`src/rtl/booth_r4_seq_mult.sv`:
```
// Sequential radix-4 Booth multiplier: one recoded digit per cycle, LSB first.
// Signed or unsigned operands, chosen per operation by signed_mode.
module booth_r4_seq_mult #(
  parameter int X_WIDTH = 8,
  parameter int Y_WIDTH = 8
) (
  input  logic                       clk,
  input  logic                       rst,
  input  logic                       start,
  input  logic                       signed_mode,
  input  logic [X_WIDTH-1:0]         x_in,
  input  logic [Y_WIDTH-1:0]         y_in,
  output logic                       busy,
  output logic                       done,
  output logic [X_WIDTH+Y_WIDTH-1:0] product
);

  localparam int unsigned PW = X_WIDTH + Y_WIDTH;
  localparam int unsigned AW = PW + 3;
  localparam int unsigned YW = Y_WIDTH + 3;
  localparam int unsigned CW = $clog2(Y_WIDTH / 2 + 2);
  localparam logic [CW-1:0] N_SIGNED   = CW'(Y_WIDTH / 2);
  localparam logic [CW-1:0] N_UNSIGNED = CW'(Y_WIDTH / 2 + 1);

  typedef enum logic [1:0] {S_IDLE, S_RUN, S_DONE} state_t;

  state_t          r_state;
  state_t          w_state_next;
  logic [AW-1:0]   r_acc;
  logic [AW-1:0]   r_mcand;
  logic [YW-1:0]   r_y;
  logic [CW-1:0]   r_cnt;
  logic [CW-1:0]   r_nd;

  logic            w_accept;
  logic            w_last;
  logic            w_nz;
  logic            w_two;
  logic            w_neg;
  logic [AW-1:0]   w_sel;
  logic [AW-1:0]   w_addend;
  logic [AW-1:0]   w_acc_next;
  logic [AW-1:0]   w_xext;
  logic [YW-1:0]   w_yext;

  assign w_accept = start && (r_state == S_IDLE || r_state == S_DONE);
  assign w_last   = (r_cnt == r_nd - CW'(1));

  // Extending straight to accumulator width equals the (X_WIDTH+1)-bit extension
  // followed by sign extension, since the value already fits in X_WIDTH+1 bits.
  assign w_xext = {{(AW - X_WIDTH){signed_mode & x_in[X_WIDTH-1]}}, x_in};
  // Bit 0 is the implicit y[-1] = 0 of the first triplet.
  assign w_yext = {{2{signed_mode & y_in[Y_WIDTH-1]}}, y_in, 1'b0};

  always_comb begin
    w_nz  = 1'b0;
    w_two = 1'b0;
    w_neg = 1'b0;
    case (r_y[2:0])
      3'b001, 3'b010: w_nz = 1'b1;
      3'b011:         begin w_nz = 1'b1; w_two = 1'b1; end
      3'b100:         begin w_nz = 1'b1; w_two = 1'b1; w_neg = 1'b1; end
      3'b101, 3'b110: begin w_nz = 1'b1; w_neg = 1'b1; end
      default:        w_nz = 1'b0;
    endcase
    w_sel      = w_two ? {r_mcand[AW-2:0], 1'b0} : r_mcand;
    w_addend   = w_nz ? (w_neg ? ~w_sel : w_sel) : '0;
    w_acc_next = r_acc + w_addend + AW'(w_neg);
  end

  always_ff @(posedge clk) begin
    if (rst) r_state <= S_IDLE;
    else     r_state <= w_state_next;
  end

  always_comb begin
    w_state_next = r_state;
    case (r_state)
      S_IDLE:  if (w_accept) w_state_next = S_RUN;
      S_RUN:   if (w_last)   w_state_next = S_DONE;
      S_DONE:  w_state_next = w_accept ? S_RUN : S_IDLE;
      default: w_state_next = S_IDLE;
    endcase
  end

  always_ff @(posedge clk) begin
    if (rst) begin
      r_acc   <= '0;
      r_mcand <= '0;
      r_y     <= '0;
      r_cnt   <= '0;
      r_nd    <= '0;
      product <= '0;
    end else if (w_accept) begin
      r_acc   <= '0;
      r_mcand <= w_xext;
      r_y     <= w_yext;
      r_cnt   <= '0;
      r_nd    <= signed_mode ? N_SIGNED : N_UNSIGNED;
    end else if (r_state == S_RUN) begin
      r_acc   <= w_acc_next;
      r_mcand <= {r_mcand[AW-3:0], 2'b00};
      r_y     <= {2'b00, r_y[YW-1:2]};
      r_cnt   <= r_cnt + CW'(1);
      if (w_last) product <= w_acc_next[PW-1:0];
    end
  end

  assign busy = (r_state == S_RUN);
  assign done = (r_state == S_DONE);

endmodule

```
`config.mk`:
```
export PLATFORM = sky130hd
export DESIGN_NAME = booth_r4_seq_mult
export DESIGN_NICKNAME = d
export VERILOG_FILES = /design/src/rtl/booth_r4_seq_mult.sv
export SDC_FILE = /design/constraint.sdc
export NUM_CORES = 1
export LEC_CHECK = 0
export CAP_MARGIN = 0
export CORE_MARGIN = 1
export CORE_UTILIZATION = 45
export DETAILED_ROUTE_END_ITERATION = 10
export GPL_ROUTABILITY_DRIVEN = 0
export HOLD_SLACK_MARGIN = 0.12
export PLACE_DENSITY = 0.66
export SYNTH_ARGS = -nofsm -noshare
export SYNTH_HDL_FRONTEND = slang
export SYNTH_SLANG_ARGS = --single-unit
```
`constraint.sdc`:
```
create_clock -name clk -period 3 [get_ports clk]
set_input_delay 0.6 -clock clk [delete_from_list [all_inputs] [get_ports clk]]
set_output_delay 0.6 -clock clk [all_outputs]
set_load 0.02 [all_outputs]
```
==> impl_metrics.csv <==
group,metric,value,unit
route,wirelength,9.20,mm
status,status,"finished, final reports clean",
synth,ys_ff_latch,65,
worst_setup_path,cpLargestDelayFamily,"simple AND/OR/NAND/NOR gates",
worst_setup_path,critPathRequiredTime,3.29,ns
run,drv_cap,0,
cts,ctsLongestPathBuffers,2,
synth,synth.top_cell.area_share,0.351,
synth,yosysSeqAreaShare,0.351,
synth,synth_nets,508,
die,die_width,92.8,um
timing,finalHoldViolations,0,
power,p_total,2300,uW
cts,cts_tree,"built",
die,start_util,0.473,
final_layout,final_common_cell,"nand2_1",
synth,avgSynthCellArea,7.88,sq um
worst_setup_path,path_buf_inv,1,
timing,slew_headroom,0.494,
power,leakagePower,0.00179,uW
global_routing,antenna_found_initial,0,
timing,fin_tns_setup,0,ns
route,avgRoutedWirePerCell,15.0,um
die,core_region_area,0.00785,sq mm
synth,synth_flop_cell,"dfxtp_1",
timing,final_max_slew_viol_count,0,
placed_design,dp.cells,593,
worst_setup_path,slowest_delay,0.42,ns
synth,netlist_area,0.00371,sq mm
timing,tightest_slew,0.759,ns
timing,setup_viol,0,
worst_setup_path,arrival,3.14,ns
hold_path,holdPathStages,2,
die,ioPinCount,38,
hold_path,hold_path.class,"reg2reg",
cts,ctsHtreeMaxLevel,3,
worst_setup_path,path_cells,"or3b_4 -> nor2_1 -> a221oi_2 -> buf_4 -> fa_1 -> nor2b_1 -> o31a_2 -> o31ai_4 -> o211a_1 -> or4_1 -> nand3_1",
cts,cts.clk_slew.worst_paths,0.08,ns
global_routing,grt_pass1_wl,15.3,mm
route,remaining_drc_errors,0,
global_routing,grtUsageTotal,0.225,
die,dieArea,0.00861,sq mm
final_layout,synthToLayoutAreaGrowth,22.5,%
die,chipHeight,92.8,um
cts,clock_latency,0.35,ns
route,vias_per_cell,5.69,
route,antenna_left,0,
placed_design,hpwl,6.49,mm
power,ir_worst_vdd,0.000295,V
timing,min_period,2.84,ns
worst_setup_path,crit_type,"reg2reg",
cts,hold_buffers,0,
synth,synth_area_leaders,"dfxtp_1 (35%), nand2_1 (7.1%), a21oi_1 (6.5%)",
worst_setup_path,cp_slowest_cell,"or3b_4",
route,first_pass_iters,5,
final_layout,final_cell_mix,"nand2_1 (70), dfxtp_1 (61), a21oi_1 (46)",
timing,rsz0062_at_grt,"yes",
final_layout,drive_gt1_frac,0.119,
worst_setup_path,cp-end-kind,"register",
placed_design,port_buffers,37,
cts,cts_buffers,9,
synth,yosys.area.top_type,"dfxtp_1",
final_layout,n_antenna_cell,0,
final_layout,nNetsFinal,544,
timing,clock_skew,0.0108,ns
synth,synth-edff-count,0,
timing,fin_crit_sh,0.948,
synth,syn_inst,471,
global_routing,grt-ovfl-total,0,
worst_setup_path,reg2reg_depth,11,
power,powerDensity,507,mW/mm^2
global_routing,grt_max_degree,63,
route,dr.first_iter.drc_count,141,
timing,max_freq,352,MHz
synth,yosysWarningCount,0,
cts,clock-sinks,65,
die,num_rows,32,
final_layout,nFillCells,765,
global_routing,grt_pass1_vias,3225,
synth,synthDistinctLibCells,55,
cts,root_buffer,"clkbuf_8",
synth,async_reset_ff_frac,0,
worst_setup_path,start_kind,"register",
worst_setup_path,worst-path-stages,11,
route,num_vias,3492,
final_layout,final_cells,614,
worst_setup_path,cp_max_fo,9,
## cells in the mapped netlist, types with 3 or more instances
| cell type | instances |
|---|---|
| nor2_1 | 39 |
| a31oi_1 | 4 |
| o21a_1 | 3 |
| dfxtp_1 | 65 |
| xor2_1 | 20 |
| buf_2 | 4 |
| nand3b_1 | 7 |
| clkbuf_1 | 30 |
| a311oi_1 | 3 |
| nor3_1 | 20 |
| a22oi_1 | 19 |
| o22ai_1 | 4 |
| ha_1 | 15 |
| nand3_1 | 18 |
| mux2i_1 | 4 |
| nand2_1 | 70 |
| a211oi_1 | 5 |
| a21oi_1 | 48 |
| o211ai_1 | 3 |
| o31ai_1 | 3 |
| or4_1 | 3 |
| nand4b_1 | 3 |
| inv_1 | 4 |
| o21ai_0 | 23 |
| xnor2_1 | 7 |
| nor2b_1 | 3 |
| nand2b_1 | 4 |
| a21o_1 | 3 |
## power by group
part / switching, uW / internal (uW)
sequential: 49.5 / 909
clock: 359 / 556
combinational: 252 / 177
## layer usage
metal | wire, um | global-route usage
met3 | 390 | 0.0567
met4 | 126 | 0.0603
met5 | 0 | 0
met1 | 4000 | 0.274
met2 | 4690 | 0.393
## timing repair
action	in CTS	in global routing
gates resized for setup	1	17
buffers inserted	2	3
pin swaps	1	4
endpoints found under the setup margin	2	17
## final timing paths
check | startpoint | endpoint | slack (ns)
setup reg to reg | r_y[2] | product[12] | 0.16
setup / recovery | r_y[2] | product[12] | 0.16
hold / removal | product[5] | product[5] | 0.46
hold reg to reg | product[5] | product[5] | 0.46
## worst min-delay path: stages (launching register included)
cell and delay, ns:
dfxtp_1 0.31, nand2_1 0.05, a21oi_1 0.05
## logic make-up (layout without fill, tap and decap cells)
family | after synthesis | in the layout | share of synthesized area
flip-flops | 65 | 65 | 0.351
buffers and inverters | 41 | 82 | 0.0445
AO/OA/AOI/OAI | 136 | 136 | 0.239
XOR/XNOR | 27 | 27 | 0.0637
AND/OR/NAND/NOR | 181 | 181 | 0.229
multiplexers | 4 | 4 | 0.0108
adder cells (fa/ha/maj) | 17 | 17 | 0.0614
## metrics by stage
stage | utilization | hold WS [ns] | cell area, sq um | setup WS (ns)
finish | 0.579 | 0.456 | 4540 | 0.157
global route | 0.579 | 0.485 | 4540 | -0.0261
CTS | 0.569 | 0.460 | 4460 | 0.00607
detailed placement | 0.536 | 0.448 | 4200 | 0.0315
global placement | 0.536 | 0.444 | 4200 | 0.0886
floorplan | - | 0.437 | 3710 | 0.0508
## layout make-up
type | instances | area (sq um) | area share
multi-input cells | 365 | 2290 | 0.505
flip-flops and latches | 65 | 1310 | 0.288
repair buffers | 62 | 557 | 0.123
clock buffers | 10 | 128 | 0.0281
well taps | 102 | 128 | 0.0281
clock inverters | 6 | 115 | 0.0253
inverters | 4 | 15.0 | 0.00330
## flip-flops by register name (all words and copies together) (netlist names)
register  cells
r_mcand      16
r_state       2
product      16
r_nd          2
r_y          10
r_acc        16
r_cnt         3
Note: power is estimated with default switching activity, not from simulation.
